===== config.mk =====
export PLATFORM = sky130hd
export DESIGN_NAME = decoder_seq
export DESIGN_NICKNAME = d
export VERILOG_FILES = /design/src/rtl/decoder_pkg.sv /design/src/rtl/decoder_onehot.sv /design/src/rtl/decoder_seq.sv
export SDC_FILE = /design/constraint.sdc
export NUM_CORES = 1
export LEC_CHECK = 0
export ABC_AREA = 0
export BUFFER_PORTS_ARGS = -buffer_cell sky130_fd_sc_hd__buf_2
export CAP_MARGIN = 20
export CORE_UTILIZATION = 49
export CTS_CLUSTER_DIAMETER = 120
export DETAILED_ROUTE_END_ITERATION = 8
export HOLD_SLACK_MARGIN = 0.08
export PLACE_DENSITY = 0.78
export SYNTH_ARGS = -nofsm -noshare
export SYNTH_HDL_FRONTEND = slang
export SYNTH_SLANG_ARGS = --single-unit

===== constraint.sdc =====
create_clock -name clk -period 1.85 [get_ports clk]
set_input_delay 0.2775 -clock clk [delete_from_list [all_inputs] [get_ports clk]]
set_output_delay 0.2775 -clock clk [all_outputs]
set_load 0.01 [all_outputs]

===== src/rtl/decoder_pkg.sv =====
// Shared mode encodings, FSM state type and a generic one-hot helper for the
// sequential decoder family.
package decoder_pkg;

  localparam int MAX_SEL_W = 6;

  localparam logic [1:0] MODE_DIRECT = 2'b00;
  localparam logic [1:0] MODE_SCAN   = 2'b01;
  localparam logic [1:0] MODE_PULSE  = 2'b10;
  localparam logic [1:0] MODE_OFF    = 2'b11;

  typedef enum logic [1:0] {
    ST_IDLE   = 2'd0,
    ST_DIRECT = 2'd1,
    ST_SCAN   = 2'd2,
    ST_PULSE  = 2'd3
  } state_t;

  // Widest-case decode; callers keep only the low 2**SEL_W bits they need.
  function automatic logic [(1<<MAX_SEL_W)-1:0] onehot(input logic [MAX_SEL_W-1:0] sel,
                                                       input logic en);
    onehot = '0;
    if (en) onehot[sel] = 1'b1;
  endfunction

endpackage


===== src/rtl/decoder_onehot.sv =====
// Combinational SEL_W-to-2**SEL_W decoder with enable; at most one output bit
// is ever high.
module decoder_onehot
  import decoder_pkg::*;
#(
  parameter int SEL_W = 3
) (
  input  logic [SEL_W-1:0]      sel,
  input  logic                  en,
  output logic [(1<<SEL_W)-1:0] y
);

  always_comb begin
    y = '0;
    for (int k = 0; k < (1 << SEL_W); k++) begin
      y[k] = en && (sel == SEL_W'(k));
    end
  end

endmodule


===== src/rtl/decoder_seq.sv =====
// Sequential one-hot decoder: direct decode, walking scan with dwell, and
// timed one-shot pulse, all with registered outputs.
module decoder_seq
  import decoder_pkg::*;
#(
  parameter int SEL_W   = 3,
  parameter int DWELL_W = 8
) (
  input  logic                  clk,
  input  logic                  rst,
  input  logic                  en,
  input  logic [1:0]            mode,
  input  logic [SEL_W-1:0]      A,
  input  logic [DWELL_W-1:0]    dwell,
  input  logic                  start,
  output logic [(1<<SEL_W)-1:0] Y,
  output logic [SEL_W-1:0]      idx,
  output logic                  busy,
  output logic                  wrap
);

  localparam int OUT_N = 1 << SEL_W;

  state_t             state, state_n;
  logic [1:0]         mode_q;
  logic [SEL_W-1:0]   i, i_n;
  logic [DWELL_W-1:0] d, d_n;
  logic [SEL_W-1:0]   al, al_n;
  logic               armed, armed_n;
  logic               busy_n, wrap_n, show_n;
  logic [SEL_W-1:0]   idx_n;
  logic [OUT_N-1:0]   y_dec;

  // Y is always decoded from a single index, so it can never be multi-hot.
  decoder_onehot #(.SEL_W(SEL_W)) u_dec (
    .sel (idx_n),
    .en  (show_n),
    .y   (y_dec)
  );

  always_ff @(posedge clk) begin
    if (rst) begin
      state  <= ST_IDLE;
      mode_q <= MODE_OFF;
      i      <= '0;
      d      <= '0;
      al     <= '0;
      armed  <= 1'b0;
      busy   <= 1'b0;
      wrap   <= 1'b0;
      idx    <= '0;
      Y      <= '0;
    end else begin
      state  <= state_n;
      mode_q <= mode;
      i      <= i_n;
      d      <= d_n;
      al     <= al_n;
      armed  <= armed_n;
      busy   <= busy_n;
      wrap   <= wrap_n;
      idx    <= idx_n;
      Y      <= y_dec;
    end
  end

  // A pulse is accepted one edge before it shows (armed), and a start seen on
  // the edge where the pulse ends re-arms immediately.
  always_comb begin
    state_n = state;
    i_n     = i;
    d_n     = d;
    al_n    = al;
    armed_n = 1'b0;
    busy_n  = 1'b0;
    wrap_n  = 1'b0;
    show_n  = 1'b0;
    idx_n   = '0;
    if (mode != mode_q) begin
      state_n = ST_IDLE;
      i_n     = '0;
      d_n     = '0;
      al_n    = '0;
    end else begin
      unique case (state)
        ST_IDLE: begin
          i_n  = '0;
          d_n  = '0;
          al_n = '0;
          case (mode)
            MODE_DIRECT: begin
              state_n = ST_DIRECT;
              show_n  = en;
              if (en) idx_n = A;
            end
            MODE_SCAN: begin
              state_n = ST_SCAN;
              d_n     = dwell;
              show_n  = en;
            end
            MODE_PULSE: state_n = ST_PULSE;
            default:    state_n = ST_IDLE;
          endcase
        end
        ST_DIRECT: begin
          show_n = en;
          if (en) idx_n = A;
        end
        ST_SCAN: begin
          if (en) begin
            show_n = 1'b1;
            if (d == '0) begin
              i_n    = i + SEL_W'(1);
              d_n    = dwell;
              wrap_n = (i == '1);
            end else begin
              d_n = d - DWELL_W'(1);
            end
            idx_n = i_n;
          end
        end
        ST_PULSE: begin
          if (en) begin
            if (armed) begin
              busy_n = 1'b1;
              show_n = 1'b1;
              idx_n  = al;
            end else if (busy && (d != '0)) begin
              busy_n = 1'b1;
              show_n = 1'b1;
              idx_n  = al;
              d_n    = d - DWELL_W'(1);
            end else if (start) begin
              armed_n = 1'b1;
              al_n    = A;
              d_n     = dwell;
            end
          end
        end
        default: state_n = ST_IDLE;
      endcase
    end
  end

endmodule

Word-level counts from Yosys, hierarchy flattened
Cells that the tools add are included.

word-level totals
  bits in registers = 32
  bits of input ports = 17

cells by class
  add/subtract/negate cells = 2
  eq/ne operators = 20
  muxes and demuxes = 33
  bitwise gates (word level) = 4
  reduce and logical (&&, ||, !) cells = 25

operator list
  kind                                              count
  2-to-1 mux 8 bit                                  7
  2-to-1 mux 3 bit                                  13
  one-hot mux 8 bit (3 select lines)                1
  == test 3 bit, second input constant              5
  one-hot mux 3 bit (2 select lines)                2
  one-hot mux 3 bit (4 select lines)                1
  inequality test 2 bit, second input constant      5
  AND reduction 5 bit                               2
  logical AND 1 bit                                 9
  zero test 8 bit                                   1
  nonzero test 8 bit                                1
  subtractor 8 x 1 -> 8 bit, second input constant  1
  2-to-1 mux 1 bit                                  7
  == test 2 bit, second input constant              3
  == test 3 x 2 -> 1 bit, second input constant     2
  one-hot mux 2 bit (3 select lines)                1
  OR reduction 6 bit                                1
  OR reduction 5 bit                                1
  == test 2 x 1 -> 1 bit, second input constant     2
  zero test 2 bit                                   2
  NOT 1 bit                                         4
  one-hot mux 1 bit (4 select lines)                1
  nonzero test 2 bit                                2
  OR reduction 2 bit                                2
  8 further kinds                                   8

Depth between registers and ports, before layout
  word-level depth = 9
  mapped depth = 8

Cells and area by module
From an unflattened synthesis, not the netlist that was laid out.

second synthesis, totals
  cells, all modules = 210
  area total of the unflattened synthesis = 1878.1 µm²

by module, submodules not included
  module          times used  cells an instance  area an instance (µm²)
  decoder_seq     1           202                1783.0
  decoder_onehot  1           8                  95.1

Least setup slack after synthesis
OpenSTA, ideal clock, no wires.

  path kind = reg-to-reg
  start = reg d[0]
  end = reg Y[0]
  arrival = 1.923 ns
  data required time = 1.772 ns
  setup slack = -0.151 ns
  stages on the path, launching flop included = 8
  buffers on the path = 0
  clock period less this slack = 2.001 ns
  cells stage by stage = dfxtp_1 inv_1 ha_1 or4b_1 o21a_1 a31o_1 or3b_4 nor3_1

between the ends
  longest elaborated chain between the ends = 9

ends and longest elaborated chain
  what                                line                  source
  start, declared                     decoder_seq.sv:27     logic [DWELL_W-1:0] d, d_n;
  start signal, assigned              decoder_seq.sv:57     d <= d_n;
  nonzero test 8 bit                  decoder_seq.sv:128    end else if (busy && (d != '0)) begin
  logical AND 1 bit                   decoder_seq.sv:128
  2-to-1 mux 3 bit                    decoder_seq.sv:128
  2-to-1 mux 3 bit                    decoder_seq.sv:124    if (armed) begin
  2-to-1 mux 3 bit                    decoder_seq.sv:123    if (en) begin
  one-hot mux 3 bit (4 select lines)  decoder_seq.sv:85     unique case (state)
  2-to-1 mux 3 bit                    decoder_seq.sv:79     if (mode != mode_q) begin
  zero test 3 bit                     decoder_onehot.sv:16  y[k] = en && (sel == SEL_W'(k));
  logical AND 1 bit (*)               decoder_onehot.sv:16
  end signal, assigned                decoder_seq.sv:63     Y <= y_dec;
  end, declared                       decoder_seq.sv:16     output logic [(1<<SEL_W)-1:0] Y,

Mark *: on every way between the ends. The rest lies on a longest branch, timed or not.
A chain may end at the register's enable or synchronous reset.

Worst setup path in the final report
  start = reg d[0]
  end = reg Y[1]

between the ends
  longest elaborated chain between the ends = 9

ends and longest elaborated chain
  what                                line
  nonzero test 8 bit                  decoder_seq.sv:128
  logical AND 1 bit                   decoder_seq.sv:128
  2-to-1 mux 3 bit                    decoder_seq.sv:128
  2-to-1 mux 3 bit                    decoder_seq.sv:124
  2-to-1 mux 3 bit                    decoder_seq.sv:123
  one-hot mux 3 bit (4 select lines)  decoder_seq.sv:85
  2-to-1 mux 3 bit                    decoder_seq.sv:79
  == test 3 x 1 -> 1 bit              decoder_onehot.sv:16
  logical AND 1 bit (*)               decoder_onehot.sv:16

Marks and branches as above.

==> key figures <==
Run status
  – Outcome: finished, violations left
  – Failing checks: negative setup slack

STA
  – Final worst slack: -0.233 ns
  – RSZ-0062 raised after global routing: yes
  – Tmin final: 2.08 ns
  – Hold Fails Final Rpt: 0
  – Worst clock skew: 0.0119 ns
  – Final Cycle Share: 1.13
  – Worst slew margin: 0.689
  – Achievable Freq: 480 MHz
  – Final setup violation count: 16
  – Slew @ Worst Pin: 0.467 ns
  – Max-slew violations: 0

Yosys
  – Main synth FF type: dfxtp_1
  – Post-synthesis sequential area ratio: 0.379
  – Yosys warns: 0
  – Mapped Area: 1690 um^2
  – Synthesized area per cell: 8.54 um^2
  – Post-synth cell types: 42
  – Post-Synthesis Cells: 198
  – Synth Net Count: 226
  – Register bit total from synthesis: 32
  – Async set or reset register ratio after synthesis: 0
  – EDFF count, synth: 0

Critical path
  – Crit path cell chain: inv_2 > ha_4 > or4b_4 > o21a_4 > a31o_1 > or3b_4 > nor3_2
  – Crit Path Max Fanout: 4
  – CP Capture Type: flop
  – CP bufs+invs: 1
  – Startpoint Class: flop
  – CP Class: flop to flop
  – Critical path arrival: 2.36 ns
  – Crit path largest cell delay: 0.47 ns
  – CP max stage cell: or4b_4
  – CP Data Required Time: 2.13 ns
  – CP delay by family, top: simple AND/OR/NAND/NOR gates

Route
  – TritonRoute pass-1 iters: 5
  – Wire per inst: 15.5 um
  – Metal2 WL: 2330 um
  – Vias post-DR: 1819
  – Drt total wl: 4850 um
  – DR WL met3: 317 um
  – Drt drc: 0
  – WL met1: 2120 um
  – Remaining antenna violation count after routing: 0
  – Max Used Layer: met4
  – Via density: 5.81
  – Initial DRC Count: 104

Layout
  – Share of post-route cells with drive strength above 1: 0.416
  – Area grow syn2layout: 44.4%
  – # nets final: 296
  – Commonest non-fill, non-tap cells in the layout: buf_4 (35), dfxtp_1 (30), buf_2 (29)
  – Post-layout instance area: 2440 um^2
  – Diodes inserted: 0
  – Most common cell after layout, fill and taps aside: buf_4

Clock network
  – Total CTS buffers: 5
  – Hold_buf cts: 0
  – Clock sink total: 32
  – CTS tree: yes
  – CTS clock-pin slew for the worst setup and hold paths: 0.11 ns
  – Worst-Skew Late Latency: 0.34 ns
  – CTS H-tree lvls: 2
  – CTS Root Buffer Type: clkbuf_4
  – Max Buffers Root-to-Sink: 2

GRT
  – Number of global-route vias before repair: 1583
  – Global-route wire length before repair: 7310 um
  – Pin count of the biggest net entering global routing: 13
  – Initial antenna violation count: 0
  – Overflow after GRT: 0
  – GRT Total Usage: 0.269

Job
  – Max cap viols: 0

Power and ir drop
  – Leakage: 1.05 nW
  – Sw Pwr: 0.424 mW
  – Clock network power share: 0.348
  – Pint: 1.12 mW
  – Pwr Total: 1.54 mW
  – Maximum vdd drop: 0.472 mV
  – Reg power frac: 0.457
  – Combinational Power Share: 0.195
  – Switch share: 0.275
  – P per Cell Area: 631 nW/um^2

Place
  – # port buffers: 29
  – HPWL Detailed: 3030 um
  – Gp weighted congestion: 0.844
  – Placed Area: 2150 um^2

Floorplan
  – DIE HEIGHT: 60.7 um
  – Placeable Area: 3150 um^2
  – DIE AREA: 3690 um^2
  – Chip Width: 60.7 um
  – Io pins: 30
  – Initial Utilization: 0.536
  – Std cell rows: 20

Worst hold path
  – Min-delay worst type: input port to flop
## logic make-up after synthesis
| logic type | count (synthesis) | synth area share |
|---|---|---|
| AOI/OAI and AO/OA | 60 | 0.233 |
| xor gates and xnor gates | 3 | 0.0155 |
| DFF | 32 | 0.379 |
| buffers and inverters | 11 | 0.0244 |
| adders and majority gates | 11 | 0.0814 |
| and+or+nand+nor | 79 | 0.255 |
| muxes | 2 | 0.0118 |
## synth_stat cells (2+ instances only)
master / instances / area [um^2]
nand2b_1: 3 / 18.8
o211ai_1: 3 / 22.5
nor2_1: 16 / 60.1
clkbuf_1: 3 / 11.3
nor3b_1: 2 / 15.0
a32oi_1: 3 / 26.3
or2_2: 3 / 18.8
a22oi_1: 2 / 15.0
nor2b_1: 4 / 25.0
mux2i_1: 2 / 20.0
nand3_1: 7 / 35.0
nor3_1: 12 / 60.1
a221oi_1: 5 / 43.8
o22ai_1: 3 / 18.8
and3_1: 2 / 12.5
dfxtp_1: 32 / 641
nand3b_1: 4 / 30.0
a221o_1: 2 / 20.0
and2_1: 4 / 25.0
xnor2_1: 3 / 26.3
o21ai_0: 11 / 55.1
inv_1: 8 / 30.0
nand2_1: 14 / 52.6
a21oi_1: 21 / 105
a21o_1: 2 / 15.0
ha_1: 11 / 138
## power by group through the flow
stage,sequential [mW],combinational (mW),clock [mW]
final,0.704,0.300,0.536
after global routing,0.705,0.320,0.583
after CTS,0.704,0.262,0.543
after detailed placement,0.719,0.232,0
after global placement,0.719,0.228,0
after floorplan,0.722,0.130,0
## flip-flops by register name (all words and copies together) (netlist names)
signal / count
busy: 1
al: 3
mode_q: 2
d: 8
Y: 8
armed: 1
state: 2
i: 3
wrap: 1
idx: 3
## path summary, 6_finish.rpt
check / cells after the start / startpoint / slack [ns] / endpoint
setup / recovery: 7 / d[0] / -0.23 / Y[1]
setup reg to reg: 7 / d[0] / -0.23 / Y[1]
hold reg to reg: 2 / al[2] / 0.51 / al[2]
hold / removal: 2 / rst / 0.16 / idx[0]
## layer usage
layer,global-route usage,vias up
met1,0.368,853
met5,0,-
met4,0.0682,0
li1,-,873
met2,0.419,84
met3,0.0725,9
## metrics by stage
step / util / hold WS [ns] / setup slack (ns) / std cells / setup TNS [ns]
finish: 0.774 / 0.155 / -0.233 / 313 / -2.20
CTS: 0.749 / 0.154 / -0.251 / 309 / -2.14
detailed placement: 0.681 / 0.484 / -0.276 / 299 / -2.71
global route: 0.774 / 0.158 / -0.288 / 313 / -3.49
floorplan: - / 0.350 / -0.145 / 198 / -0.959
global placement: 0.681 / 0.480 / -0.191 / 299 / -1.81
## layout make-up
type                       count  area, um^2
inverter                       8        30.0
clock buffer                   5        37.5
timing repair buffer          66         439
fill                         222         712
multi-input combinational    155        1190
sequential                    32         643
clock inverter                 3        42.5
tap                           44        55.1
## repair_timing
action / CTS / global route
setup endpoints to repair: 18 / 22
gates resized for setup: 24 / 12
buffers inserted: 2 / 4
pin swaps: 11 / 13
(Power assumes the default switching activity.)
